$ cat src/rtl/pll_lock_ctrl.sv
// PLL lock controller: settles the PFD, scores fixed-length up/dn error windows,
// steps the VCO coarse band when far off, and declares/drops lock with hysteresis.
module pll_lock_ctrl #(
    parameter int SETTLE     = 16,
    parameter int WIN_LEN    = 64,
    parameter int ERR_THR    = 4,
    parameter int ERR_MAX    = 32,
    parameter int LOCK_CNT   = 4,
    parameter int UNLOCK_CNT = 2
) (
    input  logic       clk1,
    input  logic       rst,
    input  logic       en,
    input  logic       up,
    input  logic       dn,
    output logic       pfd_en,
    output logic       lock,
    output logic [2:0] band,
    output logic       band_stb,
    output logic [1:0] state
);

    // state  | meaning
    // IDLE   | loop disabled, PFD gated off
    // SETTLE | PFD running, waiting SETTLE cycles before scoring windows
    // ACQ    | scoring windows, stepping band, counting good windows to lock
    // LOCKED | locked, counting bad windows to unlock
    typedef enum logic [1:0] {
        S_IDLE   = 2'd0,
        S_SETTLE = 2'd1,
        S_ACQ    = 2'd2,
        S_LOCKED = 2'd3
    } state_t;

    localparam int CW = $clog2(WIN_LEN) + 1;
    localparam int EW = CW + 1;
    localparam int SW = $clog2(SETTLE) + 1;
    localparam int GW = $clog2(LOCK_CNT) + 1;
    localparam int BW = $clog2(UNLOCK_CNT) + 1;

    localparam logic [CW-1:0] WIN_END_V = CW'(WIN_LEN - 1);
    localparam logic [SW-1:0] SET_END_V = SW'(SETTLE - 1);
    localparam logic [EW-1:0] THR_V     = EW'(ERR_THR);
    localparam logic [EW-1:0] MAX_V     = EW'(ERR_MAX);
    localparam logic [GW-1:0] LOCK_V    = GW'(LOCK_CNT);
    localparam logic [BW-1:0] UNLOCK_V  = BW'(UNLOCK_CNT);

    logic          up_m, up_s, dn_m, dn_s;
    state_t        state_q, state_d;
    logic [SW-1:0] settle_cnt, settle_d;
    logic [CW-1:0] win_cnt, win_d;
    logic [CW-1:0] up_cnt, up_d, up_nxt;
    logic [CW-1:0] dn_cnt, dn_d, dn_nxt;
    logic [GW-1:0] good_cnt, good_d, good_inc;
    logic [BW-1:0] bad_cnt, bad_d, bad_inc;
    logic          lock_d, stb_d, pfd_en_d;
    logic [2:0]    band_d;
    logic [EW-1:0] err;
    logic          win_end, win_good;

    always_ff @(posedge clk1 or posedge rst) begin
        if (rst) begin
            up_m       <= 1'b0;
            up_s       <= 1'b0;
            dn_m       <= 1'b0;
            dn_s       <= 1'b0;
            state_q    <= S_IDLE;
            settle_cnt <= '0;
            win_cnt    <= '0;
            up_cnt     <= '0;
            dn_cnt     <= '0;
            good_cnt   <= '0;
            bad_cnt    <= '0;
            lock       <= 1'b0;
            band       <= 3'd4;
            band_stb   <= 1'b0;
            pfd_en     <= 1'b0;
        end else begin
            up_m       <= up;
            up_s       <= up_m;
            dn_m       <= dn;
            dn_s       <= dn_m;
            state_q    <= state_d;
            settle_cnt <= settle_d;
            win_cnt    <= win_d;
            up_cnt     <= up_d;
            dn_cnt     <= dn_d;
            good_cnt   <= good_d;
            bad_cnt    <= bad_d;
            lock       <= lock_d;
            band       <= band_d;
            band_stb   <= stb_d;
            pfd_en     <= pfd_en_d;
        end
    end

    // The closing cycle's sample is folded in before the window is judged.
    always_comb begin
        up_nxt   = up_cnt + CW'(up_s & ~dn_s);
        dn_nxt   = dn_cnt + CW'(dn_s & ~up_s);
        err      = EW'(up_nxt) + EW'(dn_nxt);
        win_end  = (win_cnt == WIN_END_V);
        win_good = (err <= THR_V);
        good_inc = good_cnt + GW'(1);
        bad_inc  = bad_cnt + BW'(1);
    end

    always_comb begin
        state_d  = state_q;
        settle_d = settle_cnt;
        win_d    = '0;
        up_d     = '0;
        dn_d     = '0;
        good_d   = good_cnt;
        bad_d    = bad_cnt;
        lock_d   = lock;
        band_d   = band;
        stb_d    = 1'b0;

        case (state_q)
            S_IDLE: begin
                lock_d   = 1'b0;
                good_d   = '0;
                bad_d    = '0;
                settle_d = '0;
                if (en) state_d = S_SETTLE;
            end
            S_SETTLE: begin
                settle_d = settle_cnt + SW'(1);
                if (settle_cnt == SET_END_V) begin
                    settle_d = '0;
                    state_d  = S_ACQ;
                end
            end
            S_ACQ, S_LOCKED: begin
                win_d = win_cnt + CW'(1);
                up_d  = up_nxt;
                dn_d  = dn_nxt;
                if (win_end) begin
                    win_d = '0;
                    up_d  = '0;
                    dn_d  = '0;
                    if (state_q == S_ACQ) begin
                        if (win_good) begin
                            if (good_inc == LOCK_V) begin
                                state_d = S_LOCKED;
                                lock_d  = 1'b1;
                                good_d  = '0;
                                bad_d   = '0;
                            end else begin
                                good_d = good_inc;
                            end
                        end else begin
                            good_d = '0;
                            if (err > MAX_V) begin
                                if (up_nxt > dn_nxt && band != 3'd7) begin
                                    band_d   = band + 3'd1;
                                    stb_d    = 1'b1;
                                    state_d  = S_SETTLE;
                                    settle_d = '0;
                                end else if (dn_nxt > up_nxt && band != 3'd0) begin
                                    band_d   = band - 3'd1;
                                    stb_d    = 1'b1;
                                    state_d  = S_SETTLE;
                                    settle_d = '0;
                                end
                            end
                        end
                    end else begin
                        // Band is frozen while locked; a large error is just a bad window.
                        if (win_good) begin
                            bad_d = '0;
                        end else if (bad_inc == UNLOCK_V) begin
                            state_d = S_ACQ;
                            lock_d  = 1'b0;
                            good_d  = '0;
                            bad_d   = '0;
                        end else begin
                            bad_d = bad_inc;
                        end
                    end
                end
            end
            default: state_d = S_IDLE;
        endcase

        // Disable wins over any window decision made on the same edge.
        if (!en) begin
            state_d  = S_IDLE;
            settle_d = '0;
            win_d    = '0;
            up_d     = '0;
            dn_d     = '0;
            good_d   = '0;
            bad_d    = '0;
            lock_d   = 1'b0;
            band_d   = band;
            stb_d    = 1'b0;
        end

        pfd_en_d = (state_d != S_IDLE);
    end

    assign state = state_q;

endmodule

$ cat config.mk
export PLATFORM = sky130hd
export DESIGN_NAME = pll_lock_ctrl
export DESIGN_NICKNAME = d
export VERILOG_FILES = /design/src/rtl/pll_lock_ctrl.sv
export SDC_FILE = /design/constraint.sdc
export NUM_CORES = 1
export LEC_CHECK = 0
export ABC_AREA = 1
export CAP_MARGIN = 30
export CORE_UTILIZATION = 45
export DETAILED_ROUTE_END_ITERATION = 6
export HOLD_SLACK_MARGIN = 0.15
export PLACE_DENSITY = 0.66
export SLEW_MARGIN = 30
export SYNTH_ARGS = -nofsm -noshare
export SYNTH_HDL_FRONTEND = slang
export SYNTH_SLANG_ARGS = --single-unit
$ cat constraint.sdc
create_clock -name clk1 -period 5.9 [get_ports clk1]
set_clock_uncertainty 0.15 [all_clocks]
set_input_delay 0.59 -clock clk1 [delete_from_list [all_inputs] [get_ports clk1]]
set_output_delay 0.59 -clock clk1 [all_outputs]
set_load 0.02 [all_outputs]
==> impl_metrics.yaml <==
power:
  combinationalPowerShare_pct: 6.6
  sw_ratio_pct: 24.1
  sequentialPowerShare_pct: 58.8
  power.leakage_nw: 1.61
  irDropWorstVdd_mv: 0.146
  power_frac_clock_pct: 34.7
  power_report.internal_total_mw: 0.398
  powerDensity_nw_per_um2: 177
  total_switching_power_mw: 0.126
drt:
  drt-initial-drc-count: 53
  wire_per_inst_um: 11.7
  num_vias: 2049
  drt-total-wl_um: 4930
  drt_pre_antenna_iters: 4
  antenna_violating_nets_post_route: 0
  drt_drc_violations_left: 0
  detail_route.vias_per_cell: 4.84
sta:
  worst_hold_slack_ns: 0.203
  drv_slew: 0
  max_freq_ghz: 0.304
  maxSlewHeadroom_pct: 64.3
  fin_setup_tns_ns: 0
  grt_setup_unrepaired: "false"
  max_slew.worst_pin.slew_ns: 0.535
  timing_hold_violations_final: 0
  period_share_pct: 55.8
  finalCriticalPeriod_ns: 3.29
  setup_viol: 0
logic_synthesis:
  syn_inst: 333
  synth_enable_flop_cells: 0
  yosys-mux-area-fraction_pct: 0
  main_combinational_cell_family_by_area_after_synthesis: "simple AND/OR/NAND/NOR gates"
  synthArstFlopShare_pct: 100
  synth.net_count: 362
  synth_commonest_cells: "nand2_1, inv_1, nor2_1"
  synth_top_cells_by_area: "dfrtp_1, nand2_1, ha_1"
  synthDominantAreaCellType: "dfrtp_1"
  syn-cell-area_um2: 2680
  synth_simple_gate_area_share_pct: 28.8
  synthesis.yosys.warnings: 0
  yosys.area_share.adder_pct: 11.8
  synth_top_area_share_pct: 39.2
  synth_xor_area_share_pct: 5.51
  ys_types: 39
  syn_area_per_cell_um2: 8.05
  most_used_flip_flop_cell_after_synthesis: "dfrtp_1"
  synth-seq-area-share_pct: 40.2
  synth_compound_area_share_pct: 5.79
  yosys_register_bits: 43
  yosysMostFrequentCell: "nand2_1"
grt:
  grt_first_pass_wirelength_um: 8770
  grt_antenna_before_repair: 0
  first_global_vias: 2000
  track_usage_pct: 18.1
  grt-ovfl-total: 0
  grt_max_degree: 44
critical_path:
  arrival_ns: 3.38
  critPathKind: "reg -> reg"
  cp.required_ns: 5.98
  crit_path_start_kind: "flip-flop"
  critical_path.endpoint_type: "flip-flop"
  critical_path.max_fanout: 5
clocking:
  post_cts_buffers: 0
  cts_repair_resize_count: 0
  clock_insertion_delay_worst_skew_ns: 0.29
  cts_root_buffer: "clkbuf_8"
  cts_buffers: 5
  cts_hold_repair.buffers: 0
  ctsLongestPathBuffers: 2
  cts_tree: "built"
  cts.htree.levels: 2
  cts.sink_count: 43
  clk_pin_slew_ns: 0.08
run_status:
  run_status: "finished clean"
place:
  gp_congestion: 0.881
  io_port_bufs: 12
  dp_wirelength_um: 3770
layout:
  nNetsFinal: 379
  layout.filler_cells: 547
  layout-drive-gt1-share_pct: 9.12
  end_of_flow_core_utilization_pct: 52.9
  syn_to_final_growth_pct: 10.7
  insertedDiodeCount: 0
min_path:
  min_path_type: "reg -> reg"
floorplanning:
  num_rows: 27
  core_area_um2: 5610
  top_level_ports: 13
  die_height_um: 79.2
  floorplan.die.width_um: 79.2
  initial_core_util_pct: 47.8
  die_area_um2: 6270
run:
  cap_violations: 0
## power by group through the flow
stage                     clock network [mW]  logic [mW]  registers, mW
final                                  0.182      0.0345          0.308
after global routing                   0.203      0.0395          0.310
after CTS                              0.189      0.0357          0.308
after global placement                     0      0.0346          0.314
after detailed placement                   0      0.0354          0.314
after floorplan                            0      0.0233          0.314
## logic make-up after synthesis
group | count (synthesis)
AO/OA/AOI/OAI | 22
buffers and inverters | 55
XOR/XNOR | 16
AND/OR/NAND/NOR | 173
adder cells (fa/ha/maj) | 24
flip-flops | 43
## state kept, by name (all words and copies together) (netlist names)
signal / count
state: 2
bad_cnt: 2
win_cnt: 7
band: 3
up_s: 1
good_cnt: 3
up_m: 1
pfd_en: 1
dn_s: 1
up_cnt: 7
band_stb: 1
lock: 1
settle_cnt: 5
dn_cnt: 7
dn_m: 1
## final timing paths
check,start,endpoint,slack [ns],depth (start not counted)
max in group asynchronous,rst,band[2],4.64,3
min,dn_m,dn_s,0.20,0
min reg2reg,dn_m,dn_s,0.20,0
max reg2reg,dn_s,band[2],2.61,17
max,dn_s,band[2],2.61,17
min in group asynchronous,rst,dn_cnt[5],0.58,3
## cell usage in the layout, fill, tap and decap left out, types with 3 or more instances in the layout
master           instances
nand2_1                 76
nor2_1                  46
inv_1                   45
dfrtp_1                 42
nand3_1                 28
ha_1                    22
xor2_1                  12
clkdlybuf4s50_1         12
a21oi_1                 10
clkbuf_8                 5
nor2_2                   4
inv_2                    4
nand3b_1                 4
nor3_1                   3
xnor2_1                  3
nand2_4                  3
## metrics by stage
step | total power, mW | worst slack [ns] | area (µm²) | std cells
final | 0.525 | 2.61 | 2970 | 423
after global routing | 0.552 | 2.25 | 2970 | 423
after CTS | 0.533 | 2.62 | 2970 | 423
after detailed placement | 0.350 | 2.65 | 2880 | 415
after global placement | 0.349 | 2.70 | 2880 | 415
after floorplan | 0.337 | 2.96 | 2680 | 333
## layer usage
layer,part of all wire (%),GRT usage [%],routed length (µm),vias to the layer above
met5,0,0,0,-
met4,1.4,6.36,71,0
met3,2.8,2.87,138,6
met2,46,29.8,2250,24
met1,50,24.0,2470,950
li1,-,-,-,1069
## critical path: stages (launching register included)
cell	delay [ns]
dfrtp_1	0.38
nor2_1	0.12
ha_1	0.20
ha_1	0.22
nand3_1	0.12
nand3b_1	0.19
xor2_1	0.25
inv_1	0.07
ha_1	0.37
inv_1	0.08
nand2_1	0.06
nand2_1	0.05
a21oi_2	0.14
nand3_2	0.15
fa_1	0.41
xnor2_1	0.16
nand2_1	0.06
nand2_1	0.05
## area by class of cell
class                           instances  area [µm²]  share of cell area [%]
Multi-Input combinational cell        235        1390                    46.8
Sequential cell                        43        1080                    36.3
Inverter                               52         198                    6.66
Timing Repair Buffer                   13         128                    4.30
Tap cell                               72        90.1                    3.04
Clock buffer                            6        72.6                    2.45
Clock inverter                          2        12.5                   0.422
No activity file was read; power rests on OpenSTA's default activity.
